==> config.mk <==
export PLATFORM = sky130hd
export DESIGN_NAME = sdram_traffic_gen
export DESIGN_NICKNAME = d
export VERILOG_FILES = /design/src/rtl/sdram_tg_pkg.sv /design/src/rtl/sdram_tg_pattern.sv /design/src/rtl/sdram_traffic_gen.sv
export SDC_FILE = /design/constraint.sdc
export NUM_CORES = 1
export LEC_CHECK = 0
export ABC_AREA = 1
export ABC_CLOCK_PERIOD_IN_PS = 2300
export CORE_AREA = 2 2 188 98
export CTS_CLUSTER_SIZE = 25
export DETAILED_ROUTE_END_ITERATION = 10
export DIE_AREA = 0 0 190 100
export HOLD_SLACK_MARGIN = 0.1
export PLACE_DENSITY = 0.78
export SLEW_MARGIN = 25
export SYNTH_ARGS = -nofsm -noshare
export SYNTH_HDL_FRONTEND = slang
export SYNTH_HIERARCHICAL = 1
export SYNTH_SLANG_ARGS = --single-unit
==> constraint.sdc <==
create_clock -name sys_clk -period 2.3 [get_ports sys_clk]
set_input_delay 0.23 -clock sys_clk [delete_from_list [all_inputs] [get_ports sys_clk]]
set_output_delay 0.23 -clock sys_clk [all_outputs]
set_load 0.005 [all_outputs]
==> src/rtl/sdram_tg_pkg.sv <==
// Shared types for the SDRAM traffic generator: FSM states,
// pattern codes, Galois LFSR tap table and error counter limit.
package sdram_tg_pkg;

   typedef enum logic [2:0] {
      S_IDLE,
      S_WAIT_INIT,
      S_WR_BURST,
      S_WR_GAP,
      S_RD_BURST,
      S_RD_GAP,
      S_DONE
   } tg_state_t;

   localparam logic [1:0] PAT_INCR  = 2'd0;
   localparam logic [1:0] PAT_LFSR  = 2'd1;
   localparam logic [1:0] PAT_WALK  = 2'd2;
   localparam logic [1:0] PAT_CONST = 2'd3;

   localparam logic [15:0] ERR_CNT_MAX = 16'hFFFF;

   // Right-shifting Galois masks for maximal-length polynomials
   function automatic logic [31:0] lfsr_taps(input int w);
      logic [31:0] t;
      case (w)
         4:       t = 32'h0000_000C;
         8:       t = 32'h0000_00B8;
         16:      t = 32'h0000_B400;
         24:      t = 32'h00E1_0000;
         32:      t = 32'h8020_0003;
         default: t = 32'h0000_B400;
      endcase
      return t;
   endfunction

endpackage

==> src/rtl/sdram_tg_pattern.sv <==
// Pattern word generator P(k,i); the LFSR state advances one step
// per accepted word and is reloaded from the seed on reseed.
module sdram_tg_pattern
   import sdram_tg_pkg::*;
#(
   parameter int DATA_W    = 16,
   parameter int ADDR_W    = 24,
   parameter int LEN_W     = 10,
   parameter int KW        = 2,
   parameter int BURST_LEN = 256
)(
   input  logic              sys_clk,
   input  logic              rst_n,
   input  logic [KW-1:0]     i_k,
   input  logic [LEN_W-1:0]  i_i,
   input  logic              i_step,
   input  logic              i_reseed,
   input  logic [1:0]        i_sel,
   input  logic [DATA_W-1:0] i_seed,
   output logic [DATA_W-1:0] o_word
);

   localparam int NW = ADDR_W + LEN_W;
   localparam logic [DATA_W-1:0] TAPS =
      DATA_W'(lfsr_taps(DATA_W));

   logic [NW-1:0]     w_n;
   logic [DATA_W-1:0] r_lfsr;

   assign w_n = NW'(i_k) * NW'(BURST_LEN) + NW'(i_i);

   always_ff @(posedge sys_clk or negedge rst_n) begin
      if (!rst_n)
         r_lfsr <= DATA_W'(1);
      else if (i_reseed)
         r_lfsr <= (i_seed == '0) ? DATA_W'(1) : i_seed;
      else if (i_step)
         r_lfsr <= (r_lfsr >> 1) ^ (r_lfsr[0] ? TAPS : '0);
   end

   always_comb begin
      o_word = '0;
      unique case (1'b1)
         (i_sel == PAT_INCR):  o_word = w_n[DATA_W-1:0];
         (i_sel == PAT_LFSR):  o_word = r_lfsr;
         (i_sel == PAT_WALK):  o_word = DATA_W'(1) << (w_n % NW'(DATA_W));
         (i_sel == PAT_CONST): o_word = i_seed;
         default:              o_word = '0;
      endcase
   end

endmodule

==> src/rtl/sdram_traffic_gen.sv <==
// SDRAM write/read-back traffic generator and checker for sdram_ctrl.
// Define SDRAM_TG_ERR_LOG_EN to add first-mismatch capture outputs.
module sdram_traffic_gen
   import sdram_tg_pkg::*;
#(
   parameter int DATA_W     = 16,
   parameter int ADDR_W     = 24,
   parameter int LEN_W      = 10,
   parameter int BURST_LEN  = 256,
   parameter int NUM_BURSTS = 4,
   parameter int ADDR_STEP  = 256,
   parameter int TIMEOUT    = 4096
)(
   input  logic              sys_clk,
   input  logic              rst_n,
   input  logic              start,
   input  logic [1:0]        pattern_sel,
   input  logic [DATA_W-1:0] seed,
   input  logic [ADDR_W-1:0] base_addr,
   input  logic              init_end,
   output logic              sdram_wr_req,
   output logic [ADDR_W-1:0] sdram_wr_addr,
   output logic [LEN_W-1:0]  wr_burst_len,
   output logic [DATA_W-1:0] sdram_data_in,
   input  logic              sdram_wr_ack,
   output logic              sdram_rd_req,
   output logic [ADDR_W-1:0] sdram_rd_addr,
   output logic [LEN_W-1:0]  rd_burst_len,
   input  logic [DATA_W-1:0] sdram_data_out,
   input  logic              sdram_rd_ack,
   output logic              busy,
   output logic              done,
   output logic              error,
   output logic              timeout,
   output logic [15:0]       err_cnt
`ifdef SDRAM_TG_ERR_LOG_EN
   ,
   output logic [ADDR_W-1:0] first_err_addr,
   output logic [DATA_W-1:0] first_err_exp,
   output logic [DATA_W-1:0] first_err_act
`endif
);

   localparam int KW = (NUM_BURSTS > 1) ? $clog2(NUM_BURSTS) : 1;
   localparam int TW = $clog2(TIMEOUT + 1);
   localparam logic [KW-1:0]     K_LAST = KW'(NUM_BURSTS - 1);
   localparam logic [LEN_W-1:0]  I_LAST = LEN_W'(BURST_LEN - 1);
   localparam logic [TW-1:0]     T_LAST = TW'(TIMEOUT - 1);
   localparam logic [ADDR_W-1:0] STEP   = ADDR_W'(ADDR_STEP);

   tg_state_t         r_state;
   tg_state_t         w_next;
   logic [KW-1:0]     r_k;
   logic [LEN_W-1:0]  r_i;
   logic [TW-1:0]     r_tmo;
   logic [ADDR_W-1:0] r_base;
   logic [1:0]        r_sel;
   logic [DATA_W-1:0] r_seed;
   logic              r_done;
   logic              r_error;
   logic              r_timeout;
   logic [15:0]       r_err_cnt;

   logic              w_start;
   logic              w_in_burst;
   logic              w_wr_ack;
   logic              w_rd_ack;
   logic              w_ack;
   logic              w_tmo_hit;
   logic              w_mis;
   logic              w_reseed;
   logic [ADDR_W-1:0] w_addr;
   logic [DATA_W-1:0] w_wr_word;
   logic [DATA_W-1:0] w_exp;

   assign w_start    = start && (r_state == S_IDLE);
   assign w_in_burst = (r_state == S_WR_BURST) ||
                       (r_state == S_RD_BURST);
   assign w_wr_ack   = sdram_wr_ack && (r_state == S_WR_BURST);
   assign w_rd_ack   = sdram_rd_ack && (r_state == S_RD_BURST);
   assign w_ack      = w_wr_ack || w_rd_ack;
   assign w_tmo_hit  = w_in_burst && !w_ack && (r_tmo == T_LAST);
   assign w_mis      = w_rd_ack && (sdram_data_out != w_exp);
   assign w_reseed   = (r_state == S_WAIT_INIT);
   assign w_addr     = r_base + ADDR_W'(r_k) * STEP;

   always_ff @(posedge sys_clk or negedge rst_n) begin
      if (!rst_n)
         r_state <= S_IDLE;
      else
         r_state <= w_next;
   end

   always_comb begin
      w_next = r_state;
      unique case (r_state)
         S_IDLE:
            if (start) w_next = S_WAIT_INIT;
         S_WAIT_INIT:
            if (init_end) w_next = S_WR_BURST;
         S_WR_BURST:
            if (w_tmo_hit)
               w_next = S_DONE;
            else if (w_wr_ack && r_i == I_LAST)
               w_next = S_WR_GAP;
         S_WR_GAP:
            w_next = (r_k == K_LAST) ? S_RD_BURST : S_WR_BURST;
         S_RD_BURST:
            if (w_tmo_hit)
               w_next = S_DONE;
            else if (w_rd_ack && r_i == I_LAST)
               w_next = S_RD_GAP;
         S_RD_GAP:
            w_next = (r_k == K_LAST) ? S_DONE : S_RD_BURST;
         S_DONE:
            w_next = S_IDLE;
         default:
            w_next = S_IDLE;
      endcase
   end

   always_comb begin
      sdram_wr_req = 1'b0;
      sdram_rd_req = 1'b0;
      busy         = 1'b1;
      unique case (r_state)
         S_IDLE,
         S_DONE:     busy = 1'b0;
         S_WR_BURST: sdram_wr_req = 1'b1;
         S_RD_BURST: sdram_rd_req = 1'b1;
         default:    busy = 1'b1;
      endcase
   end

   // Burst/word indices are shared by the write and read phases
   always_ff @(posedge sys_clk or negedge rst_n) begin
      if (!rst_n) begin
         r_k    <= '0;
         r_i    <= '0;
         r_base <= '0;
         r_sel  <= PAT_INCR;
         r_seed <= '0;
      end else if (w_start) begin
         r_k    <= '0;
         r_i    <= '0;
         r_base <= base_addr;
         r_sel  <= pattern_sel;
         r_seed <= seed;
      end else begin
         if (w_ack)
            r_i <= (r_i == I_LAST) ? '0 : r_i + 1'b1;
         if (r_state == S_WR_GAP || r_state == S_RD_GAP)
            r_k <= (r_k == K_LAST) ? '0 : r_k + 1'b1;
      end
   end

   always_ff @(posedge sys_clk or negedge rst_n) begin
      if (!rst_n)
         r_tmo <= '0;
      else if (!w_in_burst || w_ack)
         r_tmo <= '0;
      else
         r_tmo <= r_tmo + 1'b1;
   end

   always_ff @(posedge sys_clk or negedge rst_n) begin
      if (!rst_n) begin
         r_done    <= 1'b0;
         r_error   <= 1'b0;
         r_timeout <= 1'b0;
         r_err_cnt <= '0;
      end else if (w_start) begin
         r_done    <= 1'b0;
         r_error   <= 1'b0;
         r_timeout <= 1'b0;
         r_err_cnt <= '0;
      end else begin
         if (w_next == S_DONE)
            r_done <= 1'b1;
         if (w_tmo_hit) begin
            r_timeout <= 1'b1;
            r_error   <= 1'b1;
         end
         if (w_mis) begin
            r_error <= 1'b1;
            if (r_err_cnt != ERR_CNT_MAX)
               r_err_cnt <= r_err_cnt + 1'b1;
         end
      end
   end

   sdram_tg_pattern #(
      .DATA_W    (DATA_W),
      .ADDR_W    (ADDR_W),
      .LEN_W     (LEN_W),
      .KW        (KW),
      .BURST_LEN (BURST_LEN)
   ) u_wr_pat (
      .sys_clk  (sys_clk),
      .rst_n    (rst_n),
      .i_k      (r_k),
      .i_i      (r_i),
      .i_step   (w_wr_ack),
      .i_reseed (w_reseed),
      .i_sel    (r_sel),
      .i_seed   (r_seed),
      .o_word   (w_wr_word)
   );

   // Independent copy replays the same sequence during read-back
   sdram_tg_pattern #(
      .DATA_W    (DATA_W),
      .ADDR_W    (ADDR_W),
      .LEN_W     (LEN_W),
      .KW        (KW),
      .BURST_LEN (BURST_LEN)
   ) u_exp_pat (
      .sys_clk  (sys_clk),
      .rst_n    (rst_n),
      .i_k      (r_k),
      .i_i      (r_i),
      .i_step   (w_rd_ack),
      .i_reseed (w_reseed),
      .i_sel    (r_sel),
      .i_seed   (r_seed),
      .o_word   (w_exp)
   );

   assign sdram_wr_addr = w_addr;
   assign sdram_rd_addr = w_addr;
   assign sdram_data_in = w_wr_word;
   assign wr_burst_len  = LEN_W'(BURST_LEN);
   assign rd_burst_len  = LEN_W'(BURST_LEN);
   assign done          = r_done;
   assign error         = r_error;
   assign timeout       = r_timeout;
   assign err_cnt       = r_err_cnt;

`ifdef SDRAM_TG_ERR_LOG_EN
   logic [ADDR_W-1:0] r_fe_addr;
   logic [DATA_W-1:0] r_fe_exp;
   logic [DATA_W-1:0] r_fe_act;

   always_ff @(posedge sys_clk or negedge rst_n) begin
      if (!rst_n) begin
         r_fe_addr <= '0;
         r_fe_exp  <= '0;
         r_fe_act  <= '0;
      end else if (w_start) begin
         r_fe_addr <= '0;
         r_fe_exp  <= '0;
         r_fe_act  <= '0;
      end else if (w_mis && r_err_cnt == '0) begin
         r_fe_addr <= w_addr + ADDR_W'(r_i);
         r_fe_exp  <= w_exp;
         r_fe_act  <= sdram_data_out;
      end
   end

   assign first_err_addr = r_fe_addr;
   assign first_err_exp  = r_fe_exp;
   assign first_err_act  = r_fe_act;
`endif

endmodule

==> flow_summary.toml <==
[sta]
fmax_mhz = 374
rsz0062_at_grt = "yes"
maxSlewViolCount = 0
fin_crit_sh_pct = 116
tightest_slew_ns = 0.536
hold_viol_final = 0
period_minus_slack_ns = 2.67
finalSetupViolCount = 33
max_slew_margin_pct = 64.3
holdWs_ns = 0.333
finalWorstSetupSlack_ns = -0.371
clock_skew_ns = 0.0116

[clock_tree]
clkTransAtPathRegs_ns = 0.06
clock_sinks = 121
cts_tree = "done"
cts_buffer_depth = 2
cts_buffers = 17
clockRootBuffer = "clkbuf_16"
clk_latency_ns = 0.42
ctsHtreeMaxLevel = 4

[routing]
vias = 8035
wl_per_cell_um = 17.2
drtIter0Drc = 976
dr.pass1.iters = 8
highest_layer = "met4"
wl_met2_mm = 11.4
wl_met1_mm = 11.1
routed_wl_mm = 26.1
wl_met3_mm = 3.14
viasPerCell = 5.30
drc = 0
ant_nets = 0

[cells_and_area]
layout.nets = 1339
fillCellCount = 1444
instances_no_fill = 1517
fin_area_mm2 = 0.0109
seqCellArea_mm2 = 0.00304
layout-drive-gt1-share_pct = 20.9
area_delta_synth_final_pct = 36.5
antenna-diode-count = 0
multi_input_area_mm2 = 0.00435

[pwr]
p_leak_nw = 5.24
p_total_mw = 14.0
ir_drop_uv = 765
power.density_mw_per_mm2 = 1280

[global_route]
grt_pass1_vias = 7477
gr-total-overflow = 0
grt_max_degree = 49
grt_antenna_before_repair = 0
grt_usage_pct = 27.7
grt_first_pass_wirelength_mm = 40.4

[synth]
synth-seq-cells = 121
yosysTopAreaCell = "dfrtp_1"
synth_area_per_cell_um2 = 7.46
ys.flop_type = "dfrtp_1"
yosysTopAreaCellShare_pct = 37.3
ys_types = 48
synth.area.top_cells = "dfrtp_1, nand2_1, inv_1, buf_4, xor2_1"
ys_warn_count = 6
yosysSeqAreaShare_pct = 37.9
synth_edf_count = 0
synthCells = 1072
synth_area_mm2 = 0.00799
async_flop_share_pct = 100

[placement]
port_buffers = 149
gp_congestion = 0.986
hpwl_mm = 17.6
place_area_mm2 = 0.00968
dp.cells = 1446

[floorplan]
coreArea_mm2 = 0.0176
die_h_um = 100
die-area_mm2 = 0.0190
initial_core_util_pct = 45.3
die_w_um = 190
io-pin-count = 170
num_rows = 35

[setup_path]
required_ns = 2.07
crit_chain = "ha_4, inv_2, fa_2, nor2_4, nand3_4, buf_4, nor4_4, xor2_1, buf_4, buf_2"
rr_worst_depth = 15
path_buf_inv = 4
r2r_setup_slack_ns = -0.17
cp_num_cells = 10
crit_arrival_ns = 2.44
cpMostUsedCell = "buf_4"
worstPathMaxFanout = 3
startpoint = "r_k[0]$_DFFE_PN0P_"
timing.rr.end = "err_cnt[8]$_DFFE_PN0P_"
slowest_delay_ns = 0.39
critPathTopFamily = "adder cells"
worstSetupStartpointType = "flip-flop"
crit_type = "reg -> out"
cp-endpoint = "sdram_wr_addr[22]"
critPathSlowestCell = "dfrtp_1"
worstSetupEndpointType = "output port"
reg2reg_from = "r_k[0]$_DFFE_PN0P_"

[hold_path]
hold_path_depth = 3
hold_class = "in -> reg"

[run_status]
status = "finished with violations"
violations = "negative setup slack"

[run]
max_cap_violations = 0
==> cells in the mapped netlist (all sizes together) (3+ instances only) <==
| master | instances |
|---|---|
| a31oi | 7 |
| nor2 | 90 |
| clkbuf | 7 |
| a22oi | 23 |
| inv | 121 |
| nor3 | 32 |
| dfrtp | 119 |
| nand2 | 347 |
| xor2 | 40 |
| ha | 8 |
| nand3 | 53 |
| o2111ai | 12 |
| a21oi | 36 |
| fa | 3 |
| buf | 74 |
| xnor2 | 6 |
| o21ai | 64 |
| o211ai | 8 |
| nand4 | 10 |
==> per-layer routing <==
| metal | up-vias | track usage, % |
|---|---|---|
| li1 | 3751 | - |
| met1 | 3775 | 39.1 |
| met2 | 462 | 40.8 |
| met3 | 47 | 8.81 |
| met4 | 0 | 8.05 |
| met5 | - | 0 |
==> power by group <==
group | internal [mW] | total, mW | leakage [nW] | switching, mW
Combinational | 3.23 | 7.62 | 3.45 | 4.39
Sequential | 2.93 | 3.69 | 1.52 | 0.755
Clock | 1.55 | 2.64 | 0.268 | 1.09
Total | 7.72 | 14.0 | 5.24 | 6.24
==> state kept, by name, summed over array words and instances (netlist names), 2 cells and up <==
name / cells
r_k: 2
r_tmo: 13
u_exp_pat/r_lfsr: 16
err_cnt: 16
r_state: 3
r_sel: 2
r_i: 10
r_base: 24
u_wr_pat/r_lfsr: 16
r_seed: 16
==> worst min-delay path by stage <==
stage                        endpoint           start  slack (ns)
2_1_floorplan        done$_DFFE_PN0P_           rst_n       -0.07
3_3_place_gp   r_seed[15]$_DFFE_PN0P_           rst_n        0.25
3_5_place_dp   r_seed[15]$_DFFE_PN0P_           rst_n        0.25
4_1_cts         r_base[6]$_DFFE_PN0P_    base_addr[6]        0.32
5_1_grt          r_sel[1]$_DFFE_PN0P_  pattern_sel[1]        0.33
6_report         r_sel[1]$_DFFE_PN0P_  pattern_sel[1]        0.33
==> cells by family after synthesis <==
kind of cell    after synthesis  synth area share, %
simple gates                534                 28.7
buf+inv                     202                 13.3
compound gates              156                 13.0
flops                       121                 37.9
xor+xnor                     46                 5.04
fa+ha+maj                    11                 2.00
other cells                   2               0.0939
==> layout by cell type (no fill, tap or decap), types with 5 or more instances in the layout <==
| cell | netlist | final |
|---|---|---|
| a31oi_1 | 7 | 7 |
| inv_2 | 11 | 14 |
| conb_1 | 2 | 20 |
| buf_2 | 9 | 16 |
| clkbuf_16 | 0 | 17 |
| nor2_1 | 79 | 74 |
| dfrtp_2 | 0 | 5 |
| nand3_1 | 51 | 45 |
| nor2_4 | 4 | 10 |
| o21ai_0 | 47 | 40 |
| buf_12 | 0 | 8 |
| nand2_1 | 336 | 329 |
| nor3_2 | 2 | 10 |
| o21ai_2 | 2 | 5 |
| inv_1 | 106 | 102 |
| buf_6 | 10 | 14 |
| clkdlybuf4s50_1 | 0 | 104 |
| clkinvlp_4 | 0 | 5 |
| dfrtp_1 | 119 | 114 |
| a21oi_1 | 35 | 35 |
| o21ai_1 | 15 | 17 |
| clkbuf_2 | 2 | 5 |
| xor2_2 | 0 | 6 |
| o211ai_2 | 8 | 8 |
| nand3_2 | 0 | 5 |
| nor2_2 | 7 | 6 |
| a22oi_1 | 20 | 20 |
| dlygate4sd2_1 | 0 | 16 |
| nor3_1 | 30 | 21 |
| nand4_1 | 9 | 9 |
| ha_1 | 8 | 6 |
| nand2_2 | 7 | 12 |
| xor2_1 | 40 | 32 |
| buf_4 | 52 | 68 |
| o2111ai_2 | 6 | 8 |
==> what timing repair did <==
item                       in CTS  in global routing
setup endpoints to repair      61                 56
hold buffers                    1                  0
hold endpoints to repair       35                  0
gates cloned                    2                  0
setup buffers                  28                 13
pin swaps                      28                 15
gates resized for setup       161                 53
==> final cells by class <==
type,instances,share of cell area (%)
Tap cell,240,2.75
Multi-Input combinational cell,768,39.9
Clock inverter,13,1.11
Sequential cell,121,27.8
Clock buffer,19,4.15
Timing Repair Buffer,235,19.9
Inverter,121,4.35
==> tightest hold or removal path, cell delays in order <==
cell and delay (ns):
clkdlybuf4s50_1 0.39, nand2_1 0.06, nand2_1 0.04
==> metrics by stage <==
stage	setup WS, ns	utilization [%]	setup TNS [ns]
2_1_floorplan	0.0109	-	0
3_3_place_gp	-0.283	54.9	-2.47
3_5_place_dp	-0.330	54.9	-4.23
4_1_cts	-0.444	61.0	-5.19
5_1_grt	-0.478	61.8	-10.04
6_report	-0.371	61.8	-5.63
(Power assumes the default switching activity.)
==> RTL change: new RTL, same flow settings <==
Put one more register stage on the output `error`, with the module's reset. The value now appears one clock later. The other outputs are not delayed to match.
--- a/src/rtl/sdram_traffic_gen.sv
+++ b/src/rtl/sdram_traffic_gen.sv
@@ -232,7 +232,13 @@
    assign wr_burst_len  = LEN_W'(BURST_LEN);
    assign rd_burst_len  = LEN_W'(BURST_LEN);
    assign done          = r_done;
-   assign error         = r_error;
+   always_ff @(posedge sys_clk or negedge rst_n) begin
+      if (!rst_n) begin
+         error <= '0;
+      end else begin
+         error <= r_error;
+      end
+   end
    assign timeout       = r_timeout;
    assign err_cnt       = r_err_cnt;
 
Check against the original RTL: no difference found for any inputs over 4 cycles, from zero or initial values and one cycle with rst_n low; that may be too few to reach the edited logic, so the function may still have changed.
==> RTL change against the unedited design <==
The run still ends with setup timing left. Combinational power is essentially flat. Synthesized area grew 0.31%. Power grew 2.5%. Register-to-register slack is essentially flat. Clock skew shrank 3.3 ps. Sequential share of layout area is essentially flat. Routed wire length shrank 0.94%. Sequential cell count grew 1. Cell area grew 0.87%. Global-route usage shrank 0.80 points. Highest routed layer unchanged. Worst setup slack gained 12 ps. Via count grew 0.54%. Final cell count is the same.
==> RTL change: results (changes against the unedited design) <==
Status
  – Status: complete, but fails checks (unchanged)
  – Failing checks: setup timing (unchanged)

Drt
  – DR pass1 iterations: 6 (was 8)
  – Total Wirelength: 25820 µm (was 26060 µm)
  – Vias: 8078 (was 8035)
  – Number of DRC markers in iteration 0: 966 (was 976)

Synthesis
  – Compound-gate portion of the synthesized area: 0.1293 (was 0.1298)
  – Top FF cell, synth: dfrtp_1 (unchanged)
  – Area contributors post-synth: dfrtp_1 (37%), nand2_1 (16%), inv_1 (5.0%) (unchanged)
  – Register area share after synthesis: 0.3810 (was 0.3791)
  – Post-Synth Adder-Cell Area: 0.01997 (was 0.02003)
  – Commonest cells in the netlist: nand2_1 (336), dfrtp_1 (120), inv_1 (106), nor2_1 (79), buf_4 (52) (was nand2_1 (336), dfrtp_1 (119), inv_1 (106), nor2_1 (79), buf_4 (52))

Power and ir drop
  – Worst vdd ir: 803.3 µV (was 765.0 µV)
  – Cell internal pwr: 0.008079 W (was 0.007717 W)
  – Comb power frac: 0.535 (was 0.546)
  – Clock network fraction of design power: 0.205 (was 0.189)
  – Leakage: 5.267 nW (was 5.244 nW)

Clocking
  – H-tree Lvls: 4 (unchanged)
  – Root buf cell: clkbuf_16 (unchanged)
  – Number of post-CTS setup repair buffers: 30 (was 28)
  – Hold buffers post-CTS: 1 (unchanged)
  – CTS resizes: 143 (was 161)

Global routing
  – First-pass GRT wire length: 39900 µm (was 40390 µm)
  – Vias in the first global route: 7550 (was 7477)
  – Largest net degree at the start of global routing: 48 (was 49)
  – Total GRT Usage: 0.2691 (was 0.2771)
  – Initial antenna violation count: 0 (unchanged)

Cells and area
  – Max FFs per register: 24 (unchanged)
  – Fillers: 1468 (was 1444)

Place
  – Pre-CTS setup slack: -341.3 ps (was -329.8 ps)
  – I/O Buffers: 149 (unchanged)
  – Gpl congestion: 0.9412 (was 0.9859)
  – Final HPWL DP: 17490 µm (was 17580 µm)

Hold path
  – HP Class: in2async (was in2reg)

Timing
  – Worst setup margin: -359.2 ps (was -371.3 ps)
  – Clock skew: 8.341 ps (was 11.61 ps)
  – Final setup vio count: 36 (was 33)

Worst setup path
  – Worst Path Max Fanout: 2 (was 3)
  – CP max stage delay: 370 ps (was 390 ps)
-- RTL change: layout make-up --
cell class / count / area, µm² / share of cell area
multi-input combinational: 767 / 4350 / 0.3952
sequential: 122 / 3062 / 0.2781
timing repair buffer: 235 / 2187 / 0.1987
inverter: 121 / 474.2 / 0.04308
clock buffer: 19 / 442.9 / 0.04024
tap: 240 / 300.3 / 0.02728
clock inverter: 13 / 191.4 / 0.01739
-- RTL change: final timing paths --
| check | startpoint | end | slack, ps | depth (start not counted) |
|---|---|---|---|---|
| min in group sys_clk | pattern_sel[1] | r_sel[1]$_DFFE_PN0P_ | 340 | 3 |
| max | r_k[0]$_DFFE_PN0P_ | sdram_wr_addr[18] | -360 | 11 |
| max reg2reg | r_k[0]$_DFFE_PN0P_ | err_cnt[7]$_DFFE_PN0P_ | -170 | 15 |
| min reg2reg | r_error$_DFFE_PN0P_ | error$_DFF_PN0_ | 390 | 0 |
| min | rst_n | u_wr_pat/r_lfsr[4]$_DFFE_PN0P_ | 310 | 2 |
| max in group asynchronous | rst_n | r_sel[0]$_DFFE_PN0P_ | 1360 | 3 |
-- RTL change: through the flow --
step | total power (W) | cells | TNS (ps) | cell area [µm²] | util
final | 0.01430 | 1517 | -6460 | 11010 | 0.6238
after global routing | 0.01515 | 1517 | -11250 | 11010 | 0.6238
after CTS | 0.01387 | 1511 | -5558 | 10760 | 0.6099
after detailed placement | 0.01069 | 1454 | -3111 | 9771 | 0.5536
after global placement | 0.01058 | 1454 | -2115 | 9771 | 0.5536
after floorplan | 0.007852 | 1091 | 0 | 8089 | -
-- RTL change: per-layer routing --
metal | GRT usage | wire length (µm)
met4 | 0.07990 | 551
met5 | 0 | 0
met3 | 0.08322 | 2854
met2 | 0.3790 | 11040
met1 | 0.3952 | 11370
